--- src/rtl/dnlink_serializer_if.sv ---
// Handshake/bus bundle for the downlink serializer: holding-buffer write port,
// frame control strobes and the serial output status.
interface dnlink_if #(
    parameter int WORD_W = 16,
    parameter int NWORDS = 2
);
    localparam int IDXW  = (NWORDS > 1) ? $clog2(NWORDS) : 1;
    localparam int NBITS = 1 + NWORDS * WORD_W;
    localparam int CTRW  = $clog2(NBITS + 1);

    logic              wr_en;
    logic [IDXW-1:0]   wr_idx;
    logic [WORD_W-1:0] wr_data;
    logic              order_in;
    logic              dk_strt;
    logic              dk_bsnc;
    logic              clr_ovr;
    logic              dk_data;
    logic              busy;
    logic [CTRW-1:0]   bit_ctr;
    logic              downrupt;
    logic              stale;
    logic              overrun;

    modport master (
        output wr_en, wr_idx, wr_data, order_in, dk_strt, dk_bsnc, clr_ovr,
        input  dk_data, busy, bit_ctr, downrupt, stale, overrun
    );

    modport slave (
        input  wr_en, wr_idx, wr_data, order_in, dk_strt, dk_bsnc, clr_ovr,
        output dk_data, busy, bit_ctr, downrupt, stale, overrun
    );
endinterface

--- src/rtl/dnlink_serializer.sv ---
// Downlink telemetry serializer: captures the holding buffer into a shadow
// register on frame start and shifts it out one bit per bit-sync strobe.
module dnlink_serializer #(
    parameter int WORD_W = 16,
    parameter int NWORDS = 2
) (
    input  logic     clk,
    input  logic     rst,
    dnlink_if.slave  bus
);
    localparam int IDXW  = (NWORDS > 1) ? $clog2(NWORDS) : 1;
    localparam int NBITS = 1 + NWORDS * WORD_W;
    localparam int CTRW  = $clog2(NBITS + 1);
    localparam logic [CTRW-1:0] LAST_BIT = CTRW'(NBITS - 1);
    localparam logic [CTRW-1:0] CTR_ONE  = CTRW'(1);

    typedef enum logic [1:0] {
        ST_IDLE  = 2'd0,
        ST_SHIFT = 2'd1,
        ST_DONE  = 2'd2
    } state_t;

    state_t            state_r;
    state_t            state_nxt_s;
    logic [WORD_W-1:0] buf_r [NWORDS];
    logic [NWORDS-1:0] fresh_r;
    logic [NWORDS-1:0] fresh_nxt_s;
    logic [NBITS-1:0]  shadow_r;
    logic [NBITS-1:0]  cap_s;
    logic [CTRW-1:0]   bit_ctr_r;
    logic              dk_data_r;
    logic              busy_r;
    logic              downrupt_r;
    logic              stale_r;
    logic              overrun_r;
    logic              start_s;
    logic              adv_s;
    logic              last_s;
    logic              wr_ok_s;

    // Decode frame events and the next FSM state.
    always_comb begin
        state_nxt_s = state_r;
        start_s     = 1'b0;
        adv_s       = 1'b0;
        last_s      = 1'b0;
        wr_ok_s     = bus.wr_en && (32'(bus.wr_idx) < 32'(NWORDS));
        case (state_r)
            ST_IDLE, ST_DONE: begin
                start_s = bus.dk_strt;
                if (bus.dk_strt) begin
                    state_nxt_s = ST_SHIFT;
                end else begin
                    state_nxt_s = ST_IDLE;
                end
            end
            ST_SHIFT: begin
                adv_s  = bus.dk_bsnc;
                last_s = bus.dk_bsnc && (bit_ctr_r == LAST_BIT);
                if (last_s) begin
                    state_nxt_s = ST_DONE;
                end else begin
                    state_nxt_s = ST_SHIFT;
                end
            end
            default: begin
                state_nxt_s = ST_IDLE;
            end
        endcase
    end

    // Frame image: order bit first, then word0..wordN-1, each MSB first.
    always_comb begin
        cap_s            = '0;
        cap_s[NBITS-1]   = bus.order_in;
        for (int i = 0; i < NWORDS; i++) begin
            cap_s[NBITS-2-i*WORD_W -: WORD_W] = buf_r[i];
        end
    end

    // Fresh flags clear on capture; a same-cycle write still marks its word fresh.
    always_comb begin
        fresh_nxt_s = fresh_r;
        if (start_s) begin
            fresh_nxt_s = '0;
        end else begin
            fresh_nxt_s = fresh_r;
        end
        if (wr_ok_s) begin
            fresh_nxt_s[bus.wr_idx] = 1'b1;
        end else begin
            fresh_nxt_s[0] = fresh_nxt_s[0];
        end
    end

    // FSM state register.
    always_ff @(posedge clk) begin
        if (rst) begin
            state_r <= ST_IDLE;
        end else begin
            state_r <= state_nxt_s;
        end
    end

    // Holding buffer and fresh flags.
    always_ff @(posedge clk) begin
        if (rst) begin
            for (int i = 0; i < NWORDS; i++) begin
                buf_r[i] <= '0;
            end
            fresh_r <= '0;
        end else begin
            if (wr_ok_s) begin
                buf_r[bus.wr_idx] <= bus.wr_data;
            end
            fresh_r <= fresh_nxt_s;
        end
    end

    // Shadow shift register and registered serial outputs.
    always_ff @(posedge clk) begin
        if (rst) begin
            shadow_r   <= '0;
            dk_data_r  <= 1'b0;
            busy_r     <= 1'b0;
            bit_ctr_r  <= '0;
            downrupt_r <= 1'b0;
            stale_r    <= 1'b0;
        end else begin
            downrupt_r <= 1'b0;
            if (start_s) begin
                shadow_r  <= cap_s;
                dk_data_r <= bus.order_in;
                busy_r    <= 1'b1;
                bit_ctr_r <= '0;
                stale_r   <= ~(&fresh_r);
            end else if (last_s) begin
                dk_data_r  <= 1'b0;
                busy_r     <= 1'b0;
                bit_ctr_r  <= '0;
                downrupt_r <= 1'b1;
            end else if (adv_s) begin
                // shadow MSB is the bit on the line, so the next one sits just below it
                shadow_r  <= {shadow_r[NBITS-2:0], 1'b0};
                dk_data_r <= shadow_r[NBITS-2];
                bit_ctr_r <= bit_ctr_r + CTR_ONE;
            end
        end
    end

    // Sticky overrun: a start during SHIFT beats a same-cycle clear.
    always_ff @(posedge clk) begin
        if (rst) begin
            overrun_r <= 1'b0;
        end else if ((state_r == ST_SHIFT) && bus.dk_strt) begin
            overrun_r <= 1'b1;
        end else if (bus.clr_ovr) begin
            overrun_r <= 1'b0;
        end
    end

    assign bus.dk_data  = dk_data_r;
    assign bus.busy     = busy_r;
    assign bus.bit_ctr  = bit_ctr_r;
    assign bus.downrupt = downrupt_r;
    assign bus.stale    = stale_r;
    assign bus.overrun  = overrun_r;
endmodule

--- src/flat_wrapper.sv ---
// flat-port wrapper written by rule: the top's interface ports become plain ports
module dnlink_serializer_flat 
#(
    parameter int WORD_W = 16,
    parameter int NWORDS = 2
)
  (clk, rst, bus_wr_en, bus_wr_idx, bus_wr_data, bus_order_in, bus_dk_strt, bus_dk_bsnc, bus_clr_ovr, bus_dk_data, bus_busy, bus_bit_ctr, bus_downrupt, bus_stale, bus_overrun);
  dnlink_if #(.WORD_W(WORD_W), .NWORDS(NWORDS)) bus_i ();
  input  logic clk;
  input  logic rst;
  input wire logic [$bits(bus_i.wr_en)-1:0] bus_wr_en;
  input wire logic [$bits(bus_i.wr_idx)-1:0] bus_wr_idx;
  input wire logic [$bits(bus_i.wr_data)-1:0] bus_wr_data;
  input wire logic [$bits(bus_i.order_in)-1:0] bus_order_in;
  input wire logic [$bits(bus_i.dk_strt)-1:0] bus_dk_strt;
  input wire logic [$bits(bus_i.dk_bsnc)-1:0] bus_dk_bsnc;
  input wire logic [$bits(bus_i.clr_ovr)-1:0] bus_clr_ovr;
  output wire logic [$bits(bus_i.dk_data)-1:0] bus_dk_data;
  output wire logic [$bits(bus_i.busy)-1:0] bus_busy;
  output wire logic [$bits(bus_i.bit_ctr)-1:0] bus_bit_ctr;
  output wire logic [$bits(bus_i.downrupt)-1:0] bus_downrupt;
  output wire logic [$bits(bus_i.stale)-1:0] bus_stale;
  output wire logic [$bits(bus_i.overrun)-1:0] bus_overrun;
  assign bus_i.wr_en = bus_wr_en;
  assign bus_i.wr_idx = bus_wr_idx;
  assign bus_i.wr_data = bus_wr_data;
  assign bus_i.order_in = bus_order_in;
  assign bus_i.dk_strt = bus_dk_strt;
  assign bus_i.dk_bsnc = bus_dk_bsnc;
  assign bus_i.clr_ovr = bus_clr_ovr;
  assign bus_dk_data = bus_i.dk_data;
  assign bus_busy = bus_i.busy;
  assign bus_bit_ctr = bus_i.bit_ctr;
  assign bus_downrupt = bus_i.downrupt;
  assign bus_stale = bus_i.stale;
  assign bus_overrun = bus_i.overrun;
  dnlink_serializer #(.WORD_W(WORD_W), .NWORDS(NWORDS)) u_core (.clk(clk), .rst(rst), .bus(bus_i));
endmodule
--- config.mk ---
export PLATFORM = sky130hd
export DESIGN_NAME = dnlink_serializer_flat
export DESIGN_NICKNAME = d
export VERILOG_FILES = /design/src/rtl/dnlink_serializer_if.sv /design/src/rtl/dnlink_serializer.sv /design/src/flat_wrapper.sv
export SDC_FILE = /design/constraint.sdc
export NUM_CORES = 1
export LEC_CHECK = 0
export ABC_AREA = 1
export BUFFER_PORTS_ARGS = -buffer_cell sky130_fd_sc_hd__buf_2
export CORE_ASPECT_RATIO = 0.6
export CORE_UTILIZATION = 50
export CTS_BUF_LIST = sky130_fd_sc_hd__clkbuf_8
export CTS_CLUSTER_DIAMETER = 30
export CTS_CLUSTER_SIZE = 14
export DETAILED_ROUTE_END_ITERATION = 10
export MAX_ROUTING_LAYER = met4
export PLACE_DENSITY = 0.68
export SETUP_SLACK_MARGIN = 0.4
export SLEW_MARGIN = 10
export SYNTH_ARGS = -nofsm -noshare
export SYNTH_HDL_FRONTEND = slang
export SYNTH_SLANG_ARGS = --single-unit
--- constraint.sdc ---
create_clock -name clk -period 2.2 [get_ports clk]
set_input_delay 0.44 -clock clk [delete_from_list [all_inputs] [get_ports clk]]
set_output_delay 0.44 -clock clk [all_outputs]
set_load 0.01 [all_outputs]
* Yosys cells after proc, flatten, opt, wreduce, memory -nomap -nowiden
Memories as Yosys holds them, arrays and structs flattened. Cells that the tools add are included.
Operators by class: add/sub/neg operators 1, order comparisons 2, eq/ne operators 4, mux-type cells 30, bitwise logic cells 2, reductions and logical operators 14
Operator list (number):
- 32-bit two-way mux | 3
- 1-bit two-way mux | 22
- 16-bit two-way mux | 1
- 16-bit OR reduction | 1
- 6-bit by 1-bit adder with 6-bit output (second input constant) | 1
- 6-bit == test (second input constant) | 1
- 2-bit nonzero test | 3
- 2-bit two-way mux | 2
- 2-bit case mux with 2 select lines | 1
- 2-bit AND reduction | 2
- 2-bit OR reduction | 2
- 1-bit logical AND | 3
- 3-bit nonzero test | 1
- 3-bit OR reduction | 1
- 2-bit by 1-bit == test with 1-bit output (second input constant) | 1
- 2-bit == test (second input constant) | 1
- 2-bit logical NOT | 1
- 1-bit by 2-bit less-than comparator with 1-bit output (second input constant) | 1
- 2-bit by 1-bit != test with 1-bit output (second input constant) | 1
- 2-bit bitwise OR | 1
- 1-bit demux with 1-bit select | 1
- 1-bit >= comparator (second input constant) | 1
- 1-bit NOT | 1
Storage, ports and cells: bits in registers 47, RAM bits 32, input port bits 24, output and inout bits 11, word-level logic and storage cells 63, memories kept 1
Memory list:
- u_core.buf_r | words 2, bits a word 16, read ports 2, clocked after Yosys merged registers in 0, wr ports 2, RTL line dnlink_serializer.sv:25 | logic [WORD_W-1:0] buf_r [NWORDS];

* Longest topological paths before layout
Gate-level depths: netlist (run 1).
depth after elaboration 6, mapped depth 10, depth with buffers taken out 9

* Worst setup path after synthesis (run 1)
OpenSTA, ideal clock, no wires.
path kind input-to-reg, from input port rst, to memory u_core.buf_r[0][0] (enable), library setup time 0.372 ns, arrival time 1.488 ns, data required time 1.828 ns, slack 0.340 ns, cell stages on the path 5, path buffers 2, cell sequence buf_2 -> inv_2 -> nand3b_1 -> buf_2 -> nand2_1
RTL lines:
- start, declared | RTL line flat_wrapper.sv:10 | input logic rst;
- end, declared | RTL line dnlink_serializer.sv:25

* Worst setup path in the final report (run 1)
from register u_core.bit_ctr_r[0] (netlist: u_core.bus.bit_ctr[0]), to register u_core.shadow_r[25]
Between the ends: longest elaborated chain between the ends 5
RTL lines:
- start, declared | RTL line dnlink_serializer.sv:30 | logic [CTRW-1:0] bit_ctr_r;
- start signal, assigned | RTL line dnlink_serializer.sv:146 | bit_ctr_r <= bit_ctr_r + CTR_ONE;
- 6-bit == test | RTL line dnlink_serializer.sv:59 | last_s = bus.dk_bsnc && (bit_ctr_r == LAST_BIT);
- 1-bit logical AND | RTL line dnlink_serializer.sv:59
- 1-bit two-way mux | RTL line dnlink_serializer.sv:48 | case (state_r)
- 2-bit by 1-bit != test with 1-bit output (no line)
- 2-bit AND reduction (no line)
- end signal, assigned | RTL line dnlink_serializer.sv:132 | shadow_r <= cap_s;
- end signal, assigned | RTL line dnlink_serializer.sv:144 | shadow_r <= {shadow_r[NBITS-2:0], 1'b0};
- end, declared | RTL line dnlink_serializer.sv:28 | logic [NBITS-1:0] shadow_r;
No other way between the ends. A chain may end at the register's enable or synchronous reset.

==> reports/qor.yml, run 1 <==
synth:
  ys_seq_area_share_pct: 50.2
  synth_top_area_share_pct: 25.3
  synth_area_leaders: "edfxtp_1 25%, dfxtp_1 25%, nand2_1 15%, nor2_2 10%, inv_1 5.5%"
  synth_area_leader_cell: "edfxtp_1"
  yosysWarnings: 0
  ys_ff_latch: 79
  yosys.cell_types.count: 25
  synthCells: 477
  avgSynthCellArea_um2: 7.95
  synth_area_um2: 3790
  synth_fp_nets: 503
worst_setup_path:
  reg2reg_slack_ns: 0.56
  r2r_cells: 9
  regToRegEndpoint: "u_core.shadow_r[25]$_SDFFE_PP0P_"
  cp-end-kind: "flip-flop"
  critPathBufInv: 2
  start_kind: "flip-flop"
  max_stage_delay_ns: 0.41
  crit_path_max_fanout: 31
  path_cells: "inv_1 > ha_1 > nand2_1 > nor2_2 > nand3_4 > nand2_4 > inv_6 > nor2_2 > nor2_2"
  slowest_stage: "dfxtp_1"
  required_ns: 2.49
  critPathKind: "flip-flop to flip-flop"
  critPathArrivalTime_ns: 1.94
  timing.rr.start: "u_core.bus.bit_ctr[0]$_SDFFE_PP0P_"
  cpMostUsedCell: "nor2_2"
  worst_path_dominant_cell_family: "simple AND/OR/NAND/NOR gates"
clocking:
  clkTransAtPathRegs_ns: 0.08
  ctsHoldBuffers: 0
  cts_tree: "built"
  cts.sinks: 79
  clockBufferDepth: 2
  clk_latency_ns: 0.36
  cts_root_buffer: "clkbuf_8"
  cts-resized-gates: 0
  htreeDepth: 3
  cts_buffers: 9
  post_cts_buffers: 0
sta:
  post-route-period-util_pct: 74.7
  setup_tns_ns: 0
  tightest_slew_ns: 0.551
  slew_headroom_pct: 63.2
  finalClockSkew_ns: 0.0112
  fmax_mhz: 609
  rsz0062_at_grt: "false"
  maxSlewViolCount: 0
  setup_violations: 0
  hold_viol_final: 0
  period_needed_ns: 1.64
global_routing:
  grt_use_total_pct: 23.2
  grt_pass1_wl_um: 13500
  grt_antenna_before_repair: 0
  gr-total-overflow: 0
  grt_max_degree: 36
  grt_pass1_vias: 2700
layout:
  nFillCells: 709
  layout-drive-gt1-share_pct: 25.5
  diodes: 0
  final_nets: 535
  area_growth_pct: 11.1
  final_util_pct: 57.7
placed_design:
  gp_congestion: 0.825
  hpwl_um: 5350
  port_buffers: 34
flow_run:
  drv_cap: 0
detailed_routing:
  detail_route.iter0.violations: 352
  drc: 0
  ant_nets: 0
  first_pass_iters: 5
  drt-total-wl_um: 7960
  drt-wirelength-per-cell_um: 12.9
  vias: 2903
  vias_per_cell: 4.70
power_and_ir_drop:
  powerDensity_nw_per_um2: 787
  p_leak_nw: 1.97
  ir_drop_uv: 439
die:
  std_cell_rows: 24
  pin_count: 35
  die_x_um: 114
  die_h_um: 69.5
  dieArea_um2: 7950
  initial_utilization_pct: 52.0
  fp.coreArea_um2: 7300
min_path:
  hp-class: "primary input to flip-flop"
  hold_start: "bus_clr_ovr"
  hold_depth: 4
  hold-path-endpoint: "u_core.bus.overrun$_SDFFE_PP0P_"
status:
  outcome: "finished clean"
cell usage in the layout, fill, tap and decap left out, drive strengths merged, types with 3 or more instances in the layout:
master and instances:
nand3b 4, dfxtp 47, inv 61, clkinv 3
nor2 102, a21oi 11, clkbuf 10, edfxtp 32
nand3 36, nand2 159, buf 42
per-stage QoR:
| stage | setup slack [ns] | hold WS, ns | cell area (um2) | instances | power, W |
|---|---|---|---|---|---|
| 5_1_grt | 0.418 | 0.340 | 4210 | 618 | 0.00348 |
| 3_5_place_dp | 0.415 | 0.435 | 4000 | 602 | 0.00224 |
| 4_1_cts | 0.470 | 0.303 | 4200 | 618 | 0.00335 |
| 2_1_floorplan | 0.515 | 0.414 | 3800 | 477 | 0.00213 |
| 3_3_place_gp | 0.466 | 0.431 | 4000 | 602 | 0.00223 |
| 6_report | 0.558 | 0.324 | 4210 | 618 | 0.00332 |
worst reg2reg max path, delay by kind of cell, from the launching register on:
family | cells | cell delay, ns
simple gates | 6 | 0.59
flops | 1 | 0.41
buf+inv | 2 | 0.37
fa+ha+maj | 1 | 0.21
state kept, by name, summed over array words and instances, names as in the netlist:
name                 cells
u_core.buf_r            32
u_core.bus.bit_ctr       6
u_core.bus.busy          1
u_core.bus.dk_data       1
u_core.bus.downrupt      1
u_core.bus.overrun       1
u_core.bus.stale         1
u_core.fresh_r           2
u_core.shadow_r         32
u_core.state_r           2
how the worst max path moves through the flow:
| stage | from | endpoint | depth (start not counted) |
|---|---|---|---|
| finish | u_core.bus.bit_ctr[0]$_SDFFE_PP0P_ | u_core.shadow_r[25]$_SDFFE_PP0P_ | 9 |
| global route | u_core.bus.bit_ctr[0]$_SDFFE_PP0P_ | u_core.shadow_r[23]$_SDFFE_PP0P_ | 9 |
| CTS | u_core.bus.bit_ctr[0]$_SDFFE_PP0P_ | u_core.shadow_r[25]$_SDFFE_PP0P_ | 9 |
| detailed placement | bus_dk_strt | u_core.shadow_r[8]$_SDFFE_PP0P_ | 10 |
| global placement | bus_dk_strt | u_core.shadow_r[8]$_SDFFE_PP0P_ | 10 |
| floorplan | rst | u_core.buf_r[0][0]$_SDFFCE_PN0P_ | 5 |
power breakdown:
part	switching (W)	internal (W)
combinational	0.000308	0.000179
sequential	0.0000747	0.00164
clock	0.000548	0.000561
total	0.000930	0.00238
cell usage after synthesis, drive strengths merged:
master    n
edfxtp   32
clkbuf    1
a31oi     1
a21oi    11
nand3b    4
xor2      1
ha        2
dfxtp    47
buf      20
nor2    102
inv      59
o21ai     2
nand3    36
nand2   159
layout make-up:
type	instances	area, um2	area share [%]
tap	104	130	3.09
sequential	79	1900	45.2
clock buffer	10	138	3.27
clock inverter	6	66.3	1.58
inverter	59	226	5.38
timing repair buffer	42	234	5.56
multi-input combinational	318	1510	36.0
routing by layer:
layer,part of all wire [%],track usage [%],vias up
met1,54,36.2,1294
li1,-,-,1514
met4,0.82,7.36,0
met3,7.3,6.82,5
met2,38,27.9,90
met5,0,-,-
cell families (layout without fill, tap and decap cells):
group,after synthesis,count (layout),share of synthesized area (%)
AND/OR/NAND/NOR,301,301,37.0
buffers and inverters,80,117,10.0
flip-flops,79,79,50.2
AO/OA/AOI/OAI,14,14,1.88
adder cells (fa/ha/maj),2,2,0.660
XOR/XNOR,1,1,0.231
Note: power is estimated with default switching activity, not from simulation.
==> run 2, diff against run 1 <==
- PLACE_DENSITY: 0.68 -> 0.71
- clock period: 2.2 -> 1.3 ns (I/O delays scaled with it)
==> run 2 against run 1 <==
Against the previous run: the run now ends with negative setup slack left; count of clock-buffer cells in the layout stayed put; register-to-register slack got worse by 0.64 ns; sequential cell count did not move; die area stayed put; largest power group unchanged.
==> reports/qor.yml, run 2 (synthesis gave the netlist of run 1 again) <==
sta:
  post-route-period-util_pct: 106  # was 74.7%
  setup_ws_ns: -0.0820  # was 0.558 ns
  hold_viol_final: 0  # unchanged
  rsz0062_at_grt: "true"  # was false
  setup_violations: 32  # was 0
  maxSlewViolCount: 0  # unchanged
  fmax_mhz: 724  # was 609 MHz
  tightest_slew_ns: 0.292  # was 0.551 ns
  period_needed_ns: 1.38  # was 1.64 ns
  finalClockSkew_ns: 0.00663  # was 0.0112 ns
  slew_headroom_pct: 80.5  # was 63.2%
power_and_ir_drop:
  p_comb_share_pct: 20.3  # was 14.7%
  ir_drop_uv: 609  # was 439 uV
  p_int_w: 0.00426  # was 0.00238 W
  p_sw_share_pct: 28.7  # was 28.1%
  p_total_w: 0.00598  # was 0.00332 W
  clockPowerShare_pct: 30.7  # was 33.4%
  power_frac_seq_pct: 49.1  # was 51.9%
  power.switching_w: 0.00172  # was 0.000930 W
  powerDensity_nw_per_um2: 1180  # was 787 nW/um2
  p_leak_nw: 2.30  # was 1.97 nW
layout:
  diodes: 0  # unchanged
  area_growth_pct: 33.9  # was 11.1%
  layout_commonest_cell: "nand2_1"  # unchanged
  layout-drive-gt1-share_pct: 35.3  # was 25.5%
  nFillCells: 522  # was 709
  final_cell_mix: "148 x nand2_1, 54 x inv_1, 36 x dfxtp_1"  # was 153 x nand2_1, 61 x nor2_2, 56 x inv_1
  final_util_pct: 69.6  # was 57.7%
  final_nets: 573  # was 535
worst_setup_path:
  critPathKind: "flip-flop to flip-flop"  # unchanged
  crit_path_max_fanout: 10  # was 31
  cp-end-kind: "flip-flop"  # unchanged
  crit_start: "u_core.bus.bit_ctr[0]$_SDFFE_PP0P_"  # unchanged
  critPathBufInv: 3  # was 2
  max_stage_delay_ns: 0.36  # was 0.41 ns
  worst_path_dominant_cell_family: "simple AND/OR/NAND/NOR gates"  # unchanged
  critPathArrivalTime_ns: 1.65  # was 1.94 ns
  required_ns: 1.56  # was 2.49 ns
  timing.rr.start: "u_core.bus.bit_ctr[0]$_SDFFE_PP0P_"  # unchanged
  start_kind: "flip-flop"  # unchanged
  slowest_stage: "dfxtp_4"  # was dfxtp_1
  path_cells: "inv_4 > ha_4 > nand2_4 > nor2_4 > nand3_4 > nand2_4 > inv_8 > buf_12 > nor2_4 > nor2_2"  # was inv_1 > ha_1 > nand2_1 > nor2_2 > nand3_4 > nand2_4 > inv_6 > nor2_2 > nor2_2
global_routing:
  grt_max_degree: 27  # was 36
  gr-total-overflow: 0  # unchanged
  grt_antenna_before_repair: 0  # unchanged
  grt_pass1_wl_um: 15200  # was 13500 um
  grt_use_total_pct: 26.0  # was 23.2%
  grt_pass1_vias: 3111  # was 2700
die:
  fp.coreArea_um2: 7300  # unchanged
  dieArea_um2: 7950  # unchanged
  die_x_um: 114  # unchanged
  pin_count: 35  # unchanged
  die_h_um: 69.5  # unchanged
  std_cell_rows: 24  # unchanged
  initial_utilization_pct: 52.0  # unchanged
placed_design:
  gp_congestion: 0.858  # was 0.825
  port_buffers: 34  # unchanged
  hpwl_um: 5730  # was 5350 um
clocking:
  clk_latency_ns: 0.36  # about the same
  cts_tree: "built"  # unchanged
  cts_root_buffer: "clkbuf_8"  # unchanged
  clkTransAtPathRegs_ns: 0.08  # about the same
  htreeDepth: 3  # unchanged
  clockBufferDepth: 2  # unchanged
  cts.sinks: 79  # unchanged
  cts_buffers: 9  # unchanged
detailed_routing:
  detail_route.iter0.violations: 254  # was 352
  drt-total-wl_um: 9540  # was 7960 um
  vias_per_cell: 4.92  # was 4.70
  drc: 0  # unchanged
  vias: 3225  # was 2903
  first_pass_iters: 6  # was 5
  ant_nets: 0  # unchanged
  drt-wirelength-per-cell_um: 14.5  # was 12.9 um
min_path:
  hold_start: "bus_clr_ovr"  # unchanged
  hp-class: "primary input to flip-flop"  # unchanged
status:
  violations: "negative setup slack"
  outcome: "finished, violations left"  # was finished clean
flow_run:
  drv_cap: 0  # unchanged
[run 2: cell types whose count changed in the layout (fill, tap and decap cells not counted), sizes merged]
cell	change
buf	+37
inv	-1
clkinv	+1
clkbuf	+1
[run 2: area by class of cell]
| class | count | area (um2) | share of cell area [%] |
|---|---|---|---|
| sequential | 79 | 1920 | 37.8 |
| tap | 104 | 130 | 2.56 |
| clock inverter | 6 | 61.3 | 1.21 |
| timing repair buffer | 80 | 807 | 15.9 |
| multi-input combinational | 318 | 1780 | 35.0 |
| clock buffer | 10 | 138 | 2.71 |
| inverter | 59 | 241 | 4.76 |
[run 2: path summary, 6_finish.rpt]
| kind | depth (start not counted) | slack [ns] | to |
|---|---|---|---|
| worst max-delay path | 10 | -0.08 | u_core.shadow_r[30]$_SDFFE_PP0P_ |
| worst min-delay path | 4 | 0.15 | u_core.bus.overrun$_SDFFE_PP0P_ |
| worst max register to register | 10 | -0.08 | u_core.shadow_r[30]$_SDFFE_PP0P_ |
| worst min register to register | 2 | 0.47 | u_core.fresh_r[1]$_SDFF_PP0_ |
[run 2: layer usage]
metal / up-vias / track usage [%] / part of all wire, %
met5: - / - / 0
met4: 0 / 8.80 / 1.8
met3: 18 / 7.78 / 7.7
met2: 123 / 37.6 / 47
met1: 1496 / 34.8 / 44
li1: 1588 / - / -
[run 2: tightest hold or removal path, cell delays in order]
cell     delay (ns)
buf_2          0.07
inv_1          0.03
nand2_1        0.05
a21oi_1        0.05
[run 2: power groups by stage]
stage | clock, W | combinational [W] | sequential, W
6_report | 0.00183 | 0.00121 | 0.00293
4_1_cts | 0.00186 | 0.00113 | 0.00292
3_5_place_dp | 0 | 0.00101 | 0.00296
3_3_place_gp | 0 | 0.000984 | 0.00295
5_1_grt | 0.00195 | 0.00134 | 0.00295
2_1_floorplan | 0 | 0.000764 | 0.00294
[run 2: per-stage QoR]
stage / worst slack, ns / cells / hold WS (ns) / TNS [ns] / area (um2)
after floorplan: -0.0464 / 477 / 0.400 / -0.720 / 3990
after global placement: -0.0281 / 622 / 0.420 / -0.401 / 4420
after detailed placement: -0.0917 / 622 / 0.434 / -1.53 / 4420
after CTS: -0.0321 / 652 / 0.132 / -0.638 / 4950
after global routing: -0.160 / 656 / 0.159 / -3.80 / 5080
final: -0.0820 / 656 / 0.145 / -1.85 / 5080
[run 2: timing repair]
item / CTS / global route
resized for setup: 47 / 19
hold buffers: 0 / 0
gates cloned: 2 / 1
pin swaps: 6 / 6
buffers inserted: 12 / 3
endpoints found under the setup margin: 58 / 57
